### src/rtl/prng_pkg.sv
// Shared widths, FSM state encoding and default timeout for the seed path into prng_gen.
package prng_pkg;
   localparam int WORD_W = 64;
   localparam int BYTE_W = 8;
   localparam int TIMEOUT_CYCLES_DEF = 1000000;

   typedef enum logic {
      ST_IDLE    = 1'b0,
      ST_COLLECT = 1'b1
   } state_t;
endpackage

### src/rtl/idle_timer.sv
// Inter-byte idle counter: counts while run=1, saturates at TIMEOUT_CYCLES-1, cleared by clear.
module idle_timer #(
   parameter int TIMEOUT_CYCLES = 16
) (
   input  logic clk,
   input  logic reset,
   input  logic clear,
   input  logic run,
   output logic expired
);
   localparam int CNT_W = (TIMEOUT_CYCLES > 1) ? $clog2(TIMEOUT_CYCLES) : 1;
   localparam logic [CNT_W-1:0] LAST = CNT_W'(TIMEOUT_CYCLES - 1);

   logic [CNT_W-1:0] count_reg;

   always_ff @(posedge clk or negedge reset) begin
      if (!reset)
         count_reg <= '0;
      else if (clear)
         count_reg <= '0;
      else if (run && (count_reg != LAST))
         count_reg <= count_reg + 1'b1;
   end

   // Only asserted in a cycle with no byte; the owner clears the count the same edge.
   assign expired = run && (count_reg == LAST);
endmodule

### src/rtl/uart_seed_assembler.sv
// Packs NUM_BYTES received UART bytes into a 64-bit word for prng_gen; partial words are
// dropped on inter-byte timeout or framing error so the host can always resynchronise.
module uart_seed_assembler
   import prng_pkg::*;
#(
   parameter int NUM_BYTES      = 8,
   parameter int TIMEOUT_CYCLES = TIMEOUT_CYCLES_DEF,
   parameter bit MSB_FIRST      = 1'b1
) (
   input  logic              clk,
   input  logic              reset,
   input  logic [BYTE_W-1:0] rx_byte,
   input  logic              rx_byte_valid,
   input  logic              rx_frame_err,
   output logic [WORD_W-1:0] data_out,
   output logic              word_valid,
   output logic              busy,
   output logic [3:0]        byte_count,
   output logic              drop_pulse
);
   localparam logic [3:0] LAST_COUNT = 4'(NUM_BYTES - 1);

   state_t            state_reg, state_next;
   logic [WORD_W-1:0] sr_reg, sr_next, sr_shift;
   logic [WORD_W-1:0] data_out_reg, data_out_next;
   logic [3:0]        count_reg, count_next;
   logic              word_valid_reg, word_valid_next;
   logic              drop_reg, drop_next;
   logic              timer_clear, timer_run, timer_expired;

   assign sr_shift = MSB_FIRST ? {sr_reg[WORD_W-BYTE_W-1:0], rx_byte}
                               : {rx_byte, sr_reg[WORD_W-1:BYTE_W]};

   // A byte in the expiry cycle stops the timer from running, so the byte wins.
   assign timer_run   = (state_reg == ST_COLLECT) && !rx_byte_valid;
   assign timer_clear = (state_reg != ST_COLLECT) || rx_byte_valid || rx_frame_err
                        || timer_expired;

   idle_timer #(
      .TIMEOUT_CYCLES(TIMEOUT_CYCLES)
   ) u_idle_timer (
      .clk    (clk),
      .reset  (reset),
      .clear  (timer_clear),
      .run    (timer_run),
      .expired(timer_expired)
   );

   always_comb begin
      state_next      = state_reg;
      sr_next         = sr_reg;
      count_next      = count_reg;
      data_out_next   = data_out_reg;
      word_valid_next = 1'b0;
      drop_next       = 1'b0;

      // Framing error beats a simultaneous byte; the byte goes with the partial word.
      if (rx_frame_err || ((state_reg == ST_COLLECT) && timer_expired)) begin
         drop_next  = 1'b1;
         sr_next    = '0;
         count_next = '0;
         state_next = ST_IDLE;
      end else if (rx_byte_valid) begin
         if (count_reg == LAST_COUNT) begin
            data_out_next   = sr_shift;
            word_valid_next = 1'b1;
            sr_next         = '0;
            count_next      = '0;
            state_next      = ST_IDLE;
         end else begin
            sr_next    = sr_shift;
            count_next = count_reg + 4'd1;
            state_next = ST_COLLECT;
         end
      end
   end

   always_ff @(posedge clk or negedge reset) begin
      if (!reset) begin
         state_reg      <= ST_IDLE;
         sr_reg         <= '0;
         count_reg      <= '0;
         data_out_reg   <= '0;
         word_valid_reg <= 1'b0;
         drop_reg       <= 1'b0;
      end else begin
         state_reg      <= state_next;
         sr_reg         <= sr_next;
         count_reg      <= count_next;
         data_out_reg   <= data_out_next;
         word_valid_reg <= word_valid_next;
         drop_reg       <= drop_next;
      end
   end

   assign data_out   = data_out_reg;
   assign word_valid = word_valid_reg;
   assign busy       = (state_reg == ST_COLLECT);
   assign byte_count = count_reg;
   assign drop_pulse = drop_reg;
endmodule
### config.mk
export PLATFORM = sky130hd
export DESIGN_NAME = uart_seed_assembler
export DESIGN_NICKNAME = d
export VERILOG_FILES = /design/src/rtl/prng_pkg.sv /design/src/rtl/idle_timer.sv /design/src/rtl/uart_seed_assembler.sv
export SDC_FILE = /design/constraint.sdc
export NUM_CORES = 1
export LEC_CHECK = 0
export ABC_AREA = 1
export BUFFER_PORTS_ARGS = -buffer_cell sky130_fd_sc_hd__buf_2
export CAP_MARGIN = 20
export CELL_PAD_IN_SITES_DETAIL_PLACEMENT = 0
export CELL_PAD_IN_SITES_GLOBAL_PLACEMENT = 1
export CORE_UTILIZATION = 49
export CTS_BUF_LIST = sky130_fd_sc_hd__clkbuf_8
export CTS_CLUSTER_SIZE = 30
export DETAILED_ROUTE_END_ITERATION = 7
export PLACE_DENSITY = 0.86
export SETUP_SLACK_MARGIN = 0.2
export SLEW_MARGIN = 40
export SYNTH_ARGS = -nofsm -noshare
export SYNTH_HDL_FRONTEND = slang
export SYNTH_HIERARCHICAL = 1
export SYNTH_SLANG_ARGS = --single-unit
export TNS_END_PERCENT = 5
### constraint.sdc
create_clock -name clk -period 5.38 [get_ports clk]
set_input_delay 0.538 -clock clk [delete_from_list [all_inputs] [get_ports clk]]
set_output_delay 0.538 -clock clk [all_outputs]
set_load 0.02 [all_outputs]
==> After elaboration in Yosys (flattened, before gate mapping) <==
Cells that the tools add are included.
{ "op_classes": {"n_reduce_logical": 12, "eq_ne": 3, "muxes": 15, "n_bitwise": 2, "n_addsub": 2} }
{ "op_table": {"columns": ["cell", "count"], "rows": [
  ["$mux 56", 3],
  ["$mux 20", 2],
  ["$add 20x1->20 const B", 1],
  ["$eq 20x20->1 const B", 1],
  ["$ne 20x20->1 const B", 1],
  ["$mux 4", 3],
  ["$mux 1", 7],
  ["$add 4x1->4 const B", 1],
  ["$eq 4x3->1 const B", 1],
  ["$logic_and 1x1->1", 4],
  ["$logic_or 1x1->1", 4],
  ["$reduce_bool 2->1", 2],
  ["$reduce_and 3->1", 1],
  ["$not 1->1", 2],
  ["$logic_not 1->1", 1]
]} }
{ "word_totals": {"in_bits": 12, "register_bits": 147, "out_inout_bits": 71, "word_cells": 41} }

==> Longest topological paths before layout <==
{ "depth": {"ltp_word": 7, "ltp_mapped": 15, "depth_no_buf": 14} }

==> Hierarchy <==
Netlist, hierarchy kept.
{ "by_module_without_submodules": {"columns": ["module", "area_per_inst_um2", "cells_each", "n_inst", "seq_area_each_um2"], "rows": [
  ["uart_seed_assembler", 5376.4, 617, 1, 3178.0],
  ["idle_timer", 1487.7, 207, 1, 500.5]
]} }

==> Least setup slack after synthesis <==
No wires, ideal clock.
{ "synth_path": {"kind": "reg-to-reg", "from": "register u_idle_timer.count_reg[0]", "to": "register u_idle_timer.count_reg[2]", "n_path_buf": 2, "arrival_ns": 2.136, "path_slack_ns": 3.179, "t_required_ns": 5.315, "period_less_slack_ns": 2.201, "setup_ns": 0.065, "path_stages_with_launch": 16, "path_cell_list": "dfrtp_1 ha_1 nand2_2 nor2_8 nand2_4 inv_1 and3_1 nand2_1 nand2_1 nor2_2 buf_2 nand2_1 clkinv_1 buf_2 nand3_1 nand2_1"} }
{ "synth_between": {"elab_chain_len": 4, "word_cells_on_any_way": 9, "classes_between": "1 x add/sub; 2 x eq/ne; 2 x mux; 4 x reduce/logical"} }
{ "synth_lines": {"columns": ["item", "line", "text"], "rows": [
  ["start: declaration", "idle_timer.sv:14", "logic [CNT_W-1:0] count_reg;"],
  ["start signal: assignment", "idle_timer.sv:22", "count_reg <= count_reg + 1'b1;"],
  ["$eq 20x20->1 (*)", "idle_timer.sv:26", "assign expired = run && (count_reg == LAST);"],
  ["$logic_and 1x1->1 (*)", "idle_timer.sv:26", null],
  ["named net timer_expired", "uart_seed_assembler.sv:29", "logic timer_clear, timer_run, timer_expired;"],
  ["$logic_or 1x1->1 (*)", "uart_seed_assembler.sv:37", "|| timer_expired;"],
  ["named net timer_clear", "uart_seed_assembler.sv:29", null],
  ["$mux 20 or $reduce_bool 2->1 (tied branches)", null, null]
]} }
Mark *: on every way through the listed nets, which the timed path passes. The rest lies on a longest branch. The select of a mux whose other input is x is not followed.
A chain may end at the register's enable or synchronous reset.

==> Worst setup path in the final report <==
{ "layout_path": {"from": "register u_idle_timer.count_reg[0]", "to": "register u_idle_timer.count_reg[12]"} }
The elaborated chain is that of the path after synthesis.

==> impl_results.md <==
- Vias per cell: roughly 5
- Register area: about 3700 um2
- Post-CTS Resized: 0
- Flop pwr share: 54.3%
- P_leak: between 4 and 5 nW
- Final setup viols: 0
- Number of CTS-inserted buffers: 17
- GR Util All Layers: a little over a fifth
- Worst Skew: approximately 0.014 ns
- Post-CTS Hold Buffers: 0
- Share of the synthesized area in the top cell type: between 50 and 60%
- Count of flip-flops with a built-in enable after synthesis: 0
- Final setup TNS: 0 ns
- Post-Syn Instances: a little over 800
- Clk Latency, worst-skew pair: between 0.4 and 0.5 ns
- Root Driver: clkbuf_8
- Minimum hold slack: between 0.1 and 0.15 ns
- Synth area leader: dfrtp_1
- Slew @ Worst Pin: around 0.78 ns
- Outcome: finished clean
- Critical path cell sequence: ha_1, nand2_2, nor2_8, nand2_4, inv_1, and3_1, nand2_1, nand2_1, nor2_4, buf_4, nand2_1, inv_2, nand2_2, nand2_1, nand2_1
- Post-synth top cells: 366 x nand2_1, 147 x dfrtp_1, 85 x inv_1
- Syn avg cell area: between 8 and 9 um2
- Final net count: about 900
- Antenna Nets Post-Route: 0
- Post-Syn Area: 6860 um2
- Drt initial violations: ~320
- Worst Reg-to-Reg Cells: 15
- Crit Path Category: reg2reg
- # port buffers: just over 80
- Routed len/inst: about 14 um
- Die footprint: 14500 um2
- Buf+Inv Stages, Crit Path: 3
- Dominant synthesized flop cell: dfrtp_1
- DR vias: approximately 5300
- Clk pin slew, worst setup/hold paths: roughly 0.07 ns
- Area of the multi-input gates: around 2600 um2
- Slew margin rel.: 48.0%
- WP depth: 15
- Clock Path Buffers: 2
- Setup Fix Bufs, Post-CTS: 0
- Worst Path Required: approximately 5.7 ns
- DR DRC count: 0
- Initial DRT Pass Iterations: 5
- Maxcap violations: 0
- Clock share of power: 37.6%
- Hold Path Class: in2async
- CP top delay family: simple AND/OR/NAND/NOR gates
- Switching pwr: ~0.53 mW
- Core Util, Final: a little under three fifths
- YS warnings: 6
- #FFs+latches synth: between 100 and 150
- Core ar.: approximately 13000 um2
- Register area share after synthesis: around 54%
- Distinct cells, synth: 32
- Chip height: 120 um
- Rows: between 40 and 50
- Crit path largest cell delay: 0.51 ns
- Top cells by area, synth: dfrtp_1 54%, nand2_1 20%, o21bai_1 7.2%
- Antenna violations before repair: 0
- First-pass GRT wire length: 24900 um
- Share of cells above drive strength 1: 15.5%
- Crit-path most repeated cell: nand2_1
- CP Launch Type: flip-flop
- CTS tree: done
- Crit end category: flip-flop
- Final Hold Viols: 0
- Tmin final: ~3.3 ns
- PwrDens: ~280 nW/um2
- Global route overflow: 0
- Largest net degree at the start of global routing: slightly above 90
- Max reg flops: 64
- Clock sink total: 147
- Initial core utilization: 51.0%
- Logic pwr share: 8.1%
- Slowest library cell on the worst path: inv_2
- Switching part of the total power: 24.7%
- Routed WL: between 10000 and 15000 um
- Ys async rst share: 100%
- Fillers: about 1300
- Most frequent cell after synthesis: nand2_1
- Horiz. Die Dim: ~120 um
- Diode count: 0
- Syn Nets: between 800 and 900
- Crit path max fanout: 60
- FMAX: between 0.2 and 0.3 GHz
- RSZ-0062 raised after global routing: no
- # H-tree levels: 4
- VDD IR max: between 150 and 200 uV
- GP Congestion: ~0.84
- P_int: 1.61 mW
- IO Pins: 83
- Number of global-route vias before repair: slightly above 5000
- Area delta synth->final: 12.1%
- Pins over their slew limit: 0
- Post-DP HPWL: between 9000 and 10000 um
- Critical Path AT: roughly 3.7 ns
- Final Cycle Share: 62.1%
-- power groups by stage --
| stage | clock network, mW | registers, mW | logic, mW |
|---|---|---|---|
| after floorplan | 0 | 1.21 | 0.0742 |
| after global placement | 0 | 1.18 | 0.174 |
| after detailed placement | 0 | 1.18 | 0.177 |
| after CTS | 0.825 | 1.16 | 0.178 |
| after global routing | 0.873 | 1.16 | 0.195 |
| final | 0.802 | 1.16 | 0.174 |
-- routing by layer --
metal	vias to the layer above	part of all wire, %	GRT usage (%)
li1	2649	-	-
met1	2558	47	29.0
met2	91	48	35.5
met3	16	3.4	4.29
met4	0	1.3	8.18
met5	-	0	0
-- cells by family (layout without fill, tap and decap cells) --
kind of cell               Yosys count  in the layout  synth area share (%)
adders and majority gates            2              2                 0.365
xor gates and xnor gates            11             11                  1.40
AOI/OAI and AO/OA                   72             72                  7.69
DFF                                147            147                  53.6
and+or+nand+nor                    465            465                  28.4
buffers and inverters              127            205                  8.57
-- worst reg2reg max path: cells and delay by family, from the launching register on --
family        cells  cell delay, ns
simple gates     11            1.55
flops             1            0.40
fa+ha+maj         1            0.23
buf+inv           3            1.06
-- worst paths after layout --
check,endpoint,slack [ns],start
setup / recovery,u_idle_timer/count_reg[12]$_DFFE_PN0P_,2.04,u_idle_timer/count_reg[0]$_DFFE_PN0P_
hold / removal,data_out[51]$_DFFE_PN0P_,0.14,reset
setup reg to reg,u_idle_timer/count_reg[12]$_DFFE_PN0P_,2.04,u_idle_timer/count_reg[0]$_DFFE_PN0P_
hold reg to reg,data_out[63]$_DFFE_PN0P_,0.48,sr_reg[55]$_DFFE_PN0P_
max in group asynchronous,u_idle_timer/count_reg[0]$_DFFE_PN0P_,4.02,reset
min in group clk,sr_reg[1]$_DFFE_PN0P_,0.31,rx_byte[1]
-- through the flow --
| stage | power [mW] | instances | setup WS [ns] | cell area, um2 |
|---|---|---|---|---|
| 2_1_floorplan | 1.29 | 824 | 3.18 | 6860 |
| 3_3_place_gp | 1.35 | 1049 | 1.60 | 7310 |
| 3_5_place_dp | 1.36 | 1049 | 1.40 | 7310 |
| 4_1_cts | 2.16 | 1077 | 1.68 | 7670 |
| 5_1_grt | 2.23 | 1078 | 1.67 | 7700 |
| 6_report | 2.14 | 1078 | 2.04 | 7700 |
-- cells in the final DEF, fill, tap and decap left out --
cell type / n
o21bai_1: 66
and3_1: 1
xnor2_1: 2
ha_1: 2
clkbuf_16: 1
nor3_1: 1
nor2_4: 4
o21ai_1: 2
dfrtp_1: 147
bufinv_16: 2
nand3_2: 11
buf_4: 7
o21ai_0: 1
clkinvlp_4: 1
nand3_1: 22
xor2_1: 9
nand2_4: 2
a21boi_0: 1
a21oi_1: 2
inv_1: 88
clkinv_2: 3
nor2_8: 1
nor2_2: 1
nand4_1: 15
inv_2: 2
nor2_1: 37
clkbuf_8: 20
or2_2: 1
buf_2: 81
nand2_8: 1
nand2_2: 2
nand2_1: 366
-- cell type report --
class,count,area share (%)
Clock inverter,9,1.22
Multi-Input combinational cell,550,34.0
Timing Repair Buffer,90,6.45
Inverter,87,4.24
Sequential cell,147,47.8
Clock buffer,19,3.40
Tap cell,176,2.86
Note: power is estimated with default switching activity, not from simulation.
